## config.mk

```make
export PLATFORM = sky130hd
export DESIGN_NAME = uart_tx_param
export DESIGN_NICKNAME = d
export VERILOG_FILES = /design/src/rtl/uart_tx_param.sv
export SDC_FILE = /design/constraint.sdc
export NUM_CORES = 1
export LEC_CHECK = 0
export ABC_CLOCK_PERIOD_IN_PS = 4100
export CAP_MARGIN = 30
export CORE_MARGIN = 4
export CORE_UTILIZATION = 55
export DETAILED_ROUTE_END_ITERATION = 10
export PLACE_DENSITY = 0.83
export SYNTH_ARGS = -nofsm -noshare
export SYNTH_HDL_FRONTEND = slang
export SYNTH_SLANG_ARGS = --single-unit
```

## constraint.sdc

```tcl
create_clock -name clk -period 4.1 [get_ports clk]
set_input_delay 0.41 -clock clk [delete_from_list [all_inputs] [get_ports clk]]
set_output_delay 0.41 -clock clk [all_outputs]
set_load 0.005 [all_outputs]
```

## src/rtl/uart_tx_param.sv

```systemverilog
// Purpose : UART transmit engine with a built-in Tx FIFO, compensated bit-period
//           generator, optional parity, selectable bit order and 1/2 stop bits.
// Latency : a frame starts (LOAD) the 2nd cycle after a push into an idle engine;
//           Tx_o falls the cycle after LOAD; p_SendFinished_o pulses the cycle
//           after the last stop-bit clock.
// Backpr. : no ready handshake; pushes while full are dropped and set p_Over_o.
// Ports   : clk/rst (async active-low); Data_i/n_We_i/n_Clr_i FIFO side;
//           Divisor_i/RoundUpNum_i/RoundDownNum_i baud; p_ParityEnable_i,
//           ParityMethod_i, p_BigEnd_i, StopBits_i frame format (sampled in LOAD);
//           FIFO status p_Full_o/p_NearFull_o/p_Empty_o/p_Over_o/Level_o;
//           p_Busy_o, p_SendFinished_o, Tx_o line side.
// Option  : define UART_TX_BREAK_EN to add p_Break_i (hold Tx_o low while idle).
module uart_tx_param #(
  parameter int DATA_W      = 8,
  parameter int FIFO_AW     = 4,
  parameter int NEARFULL_TH = 12,
  parameter int DIV_W       = 12
) (
  input  logic              clk,
  input  logic              rst,
  input  logic              p_Enable_i,
  input  logic [DATA_W-1:0] Data_i,
  input  logic              n_We_i,
  input  logic              n_Clr_i,
  input  logic [DIV_W-1:0]  Divisor_i,
  input  logic [3:0]        RoundUpNum_i,
  input  logic [3:0]        RoundDownNum_i,
  input  logic              p_ParityEnable_i,
  input  logic              ParityMethod_i,
  input  logic              p_BigEnd_i,
  input  logic              StopBits_i,
`ifdef UART_TX_BREAK_EN
  input  logic              p_Break_i,
`endif
  output logic              p_Full_o,
  output logic              p_NearFull_o,
  output logic              p_Empty_o,
  output logic              p_Over_o,
  output logic [FIFO_AW:0]  Level_o,
  output logic              p_Busy_o,
  output logic              p_SendFinished_o,
  output logic              Tx_o
);

  localparam int DEPTH = 2 ** FIFO_AW;
  localparam logic [FIFO_AW:0] FULL_LVL = {1'b1, {FIFO_AW{1'b0}}};
  localparam logic [FIFO_AW:0] NF_LVL   = (FIFO_AW + 1)'(NEARFULL_TH);

  localparam logic [2:0] S_IDLE   = 3'd0;
  localparam logic [2:0] S_LOAD   = 3'd1;
  localparam logic [2:0] S_START  = 3'd2;
  localparam logic [2:0] S_DATA   = 3'd3;
  localparam logic [2:0] S_PARITY = 3'd4;
  localparam logic [2:0] S_STOP   = 3'd5;

  logic brk;
`ifdef UART_TX_BREAK_EN
  assign brk = p_Break_i;
`else
  assign brk = 1'b0;
`endif

  // ---------------- FIFO ----------------
  logic [DATA_W-1:0]  mem_q [DEPTH];
  logic [FIFO_AW-1:0] wr_ptr_q, rd_ptr_q;
  logic [FIFO_AW:0]   level_q;
  logic               over_q;
  logic               full, empty, push, pop;
  logic [DATA_W-1:0]  rd_word;

  assign full    = (level_q == FULL_LVL);
  assign empty   = (level_q == '0);
  // A flush discards any write in the same cycle.
  assign push    = !n_We_i && !full && n_Clr_i;
  assign rd_word = mem_q[rd_ptr_q];

  always_ff @(posedge clk) begin
    if (push) mem_q[wr_ptr_q] <= Data_i;
  end

  always_ff @(posedge clk or negedge rst) begin
    if (!rst) begin
      wr_ptr_q <= '0;
      rd_ptr_q <= '0;
      level_q  <= '0;
      over_q   <= 1'b0;
    end else if (!n_Clr_i) begin
      wr_ptr_q <= '0;
      rd_ptr_q <= '0;
      level_q  <= '0;
      over_q   <= 1'b0;
    end else begin
      if (push) wr_ptr_q <= wr_ptr_q + FIFO_AW'(1);
      if (pop)  rd_ptr_q <= rd_ptr_q + FIFO_AW'(1);
      case ({push, pop})
        2'b10:   level_q <= level_q + (FIFO_AW + 1)'(1);
        2'b01:   level_q <= level_q - (FIFO_AW + 1)'(1);
        default: level_q <= level_q;
      endcase
      if (!n_We_i && full) over_q <= 1'b1;
    end
  end

  // ---------------- Frame engine ----------------
  logic [2:0]        state_q, state_d;
  logic [DATA_W-1:0] data_q, data_d;
  logic              par_q, par_d, big_q, big_d, par_en_q, par_en_d;
  logic              two_q, two_d, stop2_q, stop2_d;
  logic [DIV_W-1:0]  div_q, div_d;
  logic [3:0]        up_q, up_d, dn_q, dn_d, idx_q, idx_d;
  logic [4:0]        pos_q, pos_d, pos_nxt, pat_len;
  logic [DIV_W:0]    cnt_q, cnt_d, bit_len;
  logic              tx_q, tx_d, fin_q, fin_d;
  logic              in_bit, bit_end, start_ok;
  logic [DATA_W-1:0] sh_r, sh_l;

  // The first U positions of each U+D pattern get one extra clock.
  assign bit_len  = {1'b0, div_q} + {{DIV_W{1'b0}}, (pos_q < {1'b0, up_q})};
  assign bit_end  = (cnt_q == bit_len);   // cnt runs 1..bit_len
  assign pat_len  = {1'b0, up_q} + {1'b0, dn_q};
  assign pos_nxt  = ((pos_q + 5'd1) >= pat_len) ? 5'd0 : pos_q + 5'd1;
  assign in_bit   = (state_q == S_START) || (state_q == S_DATA) ||
                    (state_q == S_PARITY) || (state_q == S_STOP);
  assign start_ok = p_Enable_i && !empty && !brk;

  always_comb begin
    state_d  = state_q;
    data_d   = data_q;
    par_d    = par_q;
    big_d    = big_q;
    par_en_d = par_en_q;
    two_d    = two_q;
    div_d    = div_q;
    up_d     = up_q;
    dn_d     = dn_q;
    pos_d    = pos_q;
    cnt_d    = cnt_q;
    idx_d    = idx_q;
    stop2_d  = stop2_q;
    fin_d    = 1'b0;
    pop      = 1'b0;

    if (in_bit) begin
      if (bit_end) begin
        cnt_d = (DIV_W + 1)'(1);
        pos_d = pos_nxt;
      end else begin
        cnt_d = cnt_q + (DIV_W + 1)'(1);
      end
    end

    case (state_q)
      S_IDLE: if (start_ok) state_d = S_LOAD;
      S_LOAD: begin
        // A flush between IDLE and LOAD can empty the FIFO under us.
        if (empty) begin
          state_d = S_IDLE;
        end else begin
          pop      = 1'b1;
          data_d   = rd_word;
          par_d    = (^rd_word) ^ ParityMethod_i;
          big_d    = p_BigEnd_i;
          par_en_d = p_ParityEnable_i;
          two_d    = StopBits_i;
          div_d    = (Divisor_i < DIV_W'(2)) ? DIV_W'(2) : Divisor_i;
          up_d     = RoundUpNum_i;
          dn_d     = RoundDownNum_i;
          pos_d    = '0;
          cnt_d    = (DIV_W + 1)'(1);
          idx_d    = '0;
          stop2_d  = 1'b0;
          state_d  = S_START;
        end
      end
      S_START: if (bit_end) state_d = S_DATA;
      S_DATA: begin
        if (bit_end) begin
          if (idx_q == 4'(DATA_W - 1)) state_d = par_en_q ? S_PARITY : S_STOP;
          else                         idx_d   = idx_q + 4'd1;
        end
      end
      S_PARITY: if (bit_end) state_d = S_STOP;
      S_STOP: begin
        if (bit_end) begin
          if (two_q && !stop2_q) begin
            stop2_d = 1'b1;
          end else begin
            fin_d   = 1'b1;
            // Go straight to LOAD so back-to-back frames have no idle gap.
            state_d = start_ok ? S_LOAD : S_IDLE;
          end
        end
      end
      default: state_d = S_IDLE;
    endcase

    sh_r = data_d >> idx_d;
    sh_l = data_d << idx_d;
    case (state_d)
      S_IDLE:   tx_d = ~brk;
      S_START:  tx_d = 1'b0;
      S_DATA:   tx_d = big_d ? sh_l[DATA_W-1] : sh_r[0];
      S_PARITY: tx_d = par_d;
      default:  tx_d = 1'b1;
    endcase
  end

  always_ff @(posedge clk or negedge rst) begin
    if (!rst) begin
      state_q  <= S_IDLE;
      data_q   <= '0;
      par_q    <= 1'b0;
      big_q    <= 1'b0;
      par_en_q <= 1'b0;
      two_q    <= 1'b0;
      div_q    <= DIV_W'(2);
      up_q     <= '0;
      dn_q     <= '0;
      pos_q    <= '0;
      cnt_q    <= (DIV_W + 1)'(1);
      idx_q    <= '0;
      stop2_q  <= 1'b0;
      tx_q     <= 1'b1;
      fin_q    <= 1'b0;
    end else begin
      state_q  <= state_d;
      data_q   <= data_d;
      par_q    <= par_d;
      big_q    <= big_d;
      par_en_q <= par_en_d;
      two_q    <= two_d;
      div_q    <= div_d;
      up_q     <= up_d;
      dn_q     <= dn_d;
      pos_q    <= pos_d;
      cnt_q    <= cnt_d;
      idx_q    <= idx_d;
      stop2_q  <= stop2_d;
      tx_q     <= tx_d;
      fin_q    <= fin_d;
    end
  end

  assign p_Full_o         = full;
  assign p_NearFull_o     = (level_q >= NF_LVL);
  assign p_Empty_o        = empty;
  assign p_Over_o         = over_q;
  assign Level_o          = level_q;
  assign p_Busy_o         = (state_q != S_IDLE);
  assign p_SendFinished_o = fin_q;
  assign Tx_o             = tx_q;

endmodule

```

==> results by group <==
Power and ir drop
  • Psw: 1660 uW
  • Max rail drop VDD: 535 uV
  • Int Pwr: 4240 uW
  • Design Power: 5900 uW
  • Sw Ratio: 28.1%
  • Seq pwr share: 44.2%
  • Leak: 0.00428 uW
  • Comb pwr share: 21.5%
  • PD cells: 532 nW/um^2
  • Clk pwr share: 34.3%

Routing
  • Post-route DRC violation count: 0
  • Final ANT Viol Nets: 0
  • Routed len/inst: 19.9 um
  • Vias per std cell: 5.90
  • Routed via count: 5971
  • Drt first pass iters: 5
  • Final WL: 20100 um
  • Initial drt markers: 467

STA
  • Period minus WS final: 3.98 ns
  • Slew @ Worst Pin: 1.04 ns
  • Peak Freq: 251 MHz
  • Unrepaired setup endpoints after global routing: yes
  • Final hold vios: 0
  • Worst Hold Slack: 0.245 ns
  • Post-route setup slack: 0.122 ns
  • Clk_skew: 0.00908 ns
  • Pins Over Slew Limit: 0
  • Fin crit share: 97.0%
  • Final setup violation count: 0
  • Slew HR: 30.6%

Synthesis
  • Net count after synthesis: 772
  • FF+latch count, synth: 202
  • Async SR Flop Fraction: 36.6%
  • Yosys warns: 0
  • Syn avg cell area: 13.3 um^2
  • Sequential area share after synthesis: 60.7%
  • Distinct cells, synth: 62
  • Mapped cell area: 9390 um^2
  • Synth Flop Type: edfxtp_1
  • Number of synthesized flops with an enable pin: 128
  • Mapped Cells: 707

Floorplan
  • Overall die height: 139 um
  • Die W: 139 um
  • Number of core rows: 47
  • IO Count: 49
  • Initial Util: 56.4%
  • Core outline area: 16600 um^2
  • Die area: 19200 um^2

CTS
  • Largest buffer count on any clock path: 3
  • CTS tree: built
  • Clock-pin slew on the worst setup and hold paths: 0.06 ns
  • Clock sink count: 202
  • Clk_lat worst skew: 0.50 ns
  • Clock Root Buffer: clkbuf_16
  • Cts bufs inserted: 22
  • Htree depth: 1

Setup path
  • Classification of the worst setup path: reg2reg
  • Worst EP arrival: 4.40 ns
  • CP required: 4.52 ns
  • Crit path launch type: flip-flop
  • Critical Path Fanout Max: 6
  • CP Capture Type: flip-flop
  • Worst R2R Path Depth: 16

Place
  • Pre-CTS setup slack: -0.0259 ns
  • Routability cong.: 0.889
  • Buffers on Ports: 48
  • Hpwl dp: 13600 um
  • Inst Count DP: 961

Global route
  • Global-route wire length before repair: 32500 um
  • Vias in the first global route: 6400
  • Initial antenna violation count: 0
  • Total grt overflow: 0
  • Largest net degree at the start of global routing: 75
  • Total track usage: 20.7%

Cells and area
  • Layout cells sized above 1: 14.8%
  • Final #Nets: 842
  • Antenna cells: 0
  • P&R area growth vs syn: 18.2%
  • Util after Layout: 66.7%
  • Non-filler instance count after layout: 1012

Hold path
  • HP Class: in2async

Status
  • Outcome: completed

Flow run
  • Max-Cap Viols: 0
==> final cells by class <==
cell class | instances | area, um^2
clock inverters | 14 | 190
inverters | 19 | 71.3
clock buffers | 25 | 562
flip-flops and latches | 202 | 5700
fillers | 1121 | 5540
repair buffers | 76 | 731
multi-input cells | 456 | 3570
well taps | 220 | 275
==> through the flow <==
step | cell area (um^2) | TNS, ns
after floorplan | 9390 | 0
after global placement | 10100 | 0
after detailed placement | 10100 | -0.0259
after CTS | 10900 | 0
after global routing | 11100 | -0.0922
final | 11100 | 0
==> registers in the layout (all words and copies together) (netlist names), 3 cells and up <==
name / count
data_q: 8
div_q: 12
up_q: 4
state_q: 3
Level_o: 5
dn_q: 4
rd_ptr_q: 4
mem_q: 128
cnt_q: 13
wr_ptr_q: 4
pos_q: 5
idx_q: 4
==> power groups by stage <==
| stage | clock [uW] | sequential (uW) | combinational, uW |
|---|---|---|---|
| after floorplan | 0 | 2590 | 832 |
| after global placement | 0 | 2630 | 1070 |
| after detailed placement | 0 | 2640 | 1140 |
| after CTS | 2060 | 2610 | 1160 |
| after global routing | 2140 | 2630 | 1410 |
| final | 2020 | 2610 | 1270 |
==> cells by family after synthesis <==
family                   Yosys count  share of synthesized area [%]
AND/OR/NAND/NOR                  239                           12.3
multiplexers                      57                           10.1
buffers and inverters             49                           2.29
adder cells (fa/ha/maj)           28                           3.89
flip-flops                       202                           60.7
AO/OA/AOI/OAI                     83                           6.14
XOR/XNOR                          49                           4.57
==> worst max-delay path, cell delays in order, from the launching register on <==
cell	delay (ns)
dfrtp_1	0.41
ha_1	0.30
a21o_1	0.15
a21o_1	0.16
a211oi_2	0.24
ha_2	0.23
and4_4	0.24
buf_4	0.12
a21oi_1	0.07
or3_1	0.37
a31o_1	0.23
nand3_1	0.21
o31a_1	0.34
inv_1	0.13
a2111oi_2	0.36
o21ai_1	0.15
nor4b_2	0.18
==> metal layers <==
layer / track usage, % / up-vias / wire length, um
li1: - / 2740 / -
met1: 25.4 / 2997 / 7870
met2: 37.1 / 184 / 10500
met3: 3.59 / 50 / 1030
met4: 7.11 / 0 / 705
met5: 0 / - / 0
==> cell usage after synthesis, types with 2 or more instances <==
| master | number | area share [%] |
|---|---|---|
| and4_1 | 4 | 0.37 |
| dfrtp_1 | 71 | 19 |
| a22oi_1 | 10 | 0.80 |
| nor4_1 | 5 | 0.33 |
| edfxtp_1 | 128 | 41 |
| nand4_1 | 8 | 0.53 |
| buf_2 | 4 | 0.21 |
| nor2_1 | 44 | 1.8 |
| nor3_1 | 11 | 0.59 |
| a22o_1 | 3 | 0.28 |
| xnor2_1 | 30 | 2.8 |
| buf_6 | 3 | 0.36 |
| and2_1 | 14 | 0.93 |
| a21oi_1 | 19 | 1.0 |
| o21a_1 | 2 | 0.16 |
| nand2b_1 | 12 | 0.80 |
| nand2_1 | 93 | 3.7 |
| nand3_1 | 21 | 1.1 |
| or3_1 | 3 | 0.20 |
| buf_1 | 4 | 0.16 |
| o21ai_0 | 9 | 0.48 |
| mux2i_1 | 25 | 2.7 |
| a211oi_1 | 4 | 0.32 |
| dfstp_2 | 3 | 0.84 |
| o2111ai_1 | 2 | 0.19 |
| mux4_2 | 30 | 7.2 |
| xor2_1 | 19 | 1.8 |
| o21ai_1 | 2 | 0.11 |
| a41oi_1 | 2 | 0.19 |
| inv_1 | 19 | 0.76 |
| fa_1 | 2 | 0.43 |
| clkbuf_1 | 18 | 0.72 |
| a21o_1 | 7 | 0.56 |
| nor2b_1 | 9 | 0.60 |
| ha_1 | 26 | 3.5 |
| a311oi_1 | 2 | 0.19 |
| and3_1 | 8 | 0.53 |
| a31oi_1 | 7 | 0.47 |
==> layout by cell type, fill, tap and decap left out, types with 22 or more instances in the layout <==
master	n
buf_4	24
mux2i_1	24
xnor2_1	29
nor2_1	43
clkdlybuf4s50_1	47
edfxtp_1	128
nand2_1	93
dfrtp_1	70
clkbuf_16	22
ha_1	24
mux4_2	30
==> final timing paths <==
path,end,slack (ns),start
setup / recovery,Tx_o$_DFF_PN1_,0.12,pos_q[1]$_DFF_PN0_
hold / removal,div_q[5]$_DFFE_PN0P_,0.25,rst
setup reg to reg,Tx_o$_DFF_PN1_,0.12,pos_q[1]$_DFF_PN0_
hold reg to reg,dn_q[0]$_DFFE_PN0P_,0.49,dn_q[0]$_DFFE_PN0P_
max in group asynchronous,Tx_o$_DFF_PN1_,3.27,rst
min in group clk,dn_q[3]$_DFFE_PN0P_,0.44,RoundDownNum_i[3]
==> timing repair <==
item,CTS,global route
hold endpoints to repair,0,50
resized for setup,2,20
hold buffers,0,1
setup endpoints to repair,1,2
pin swaps,0,13
setup buffers,0,10
No activity file was read; power rests on OpenSTA's default activity.
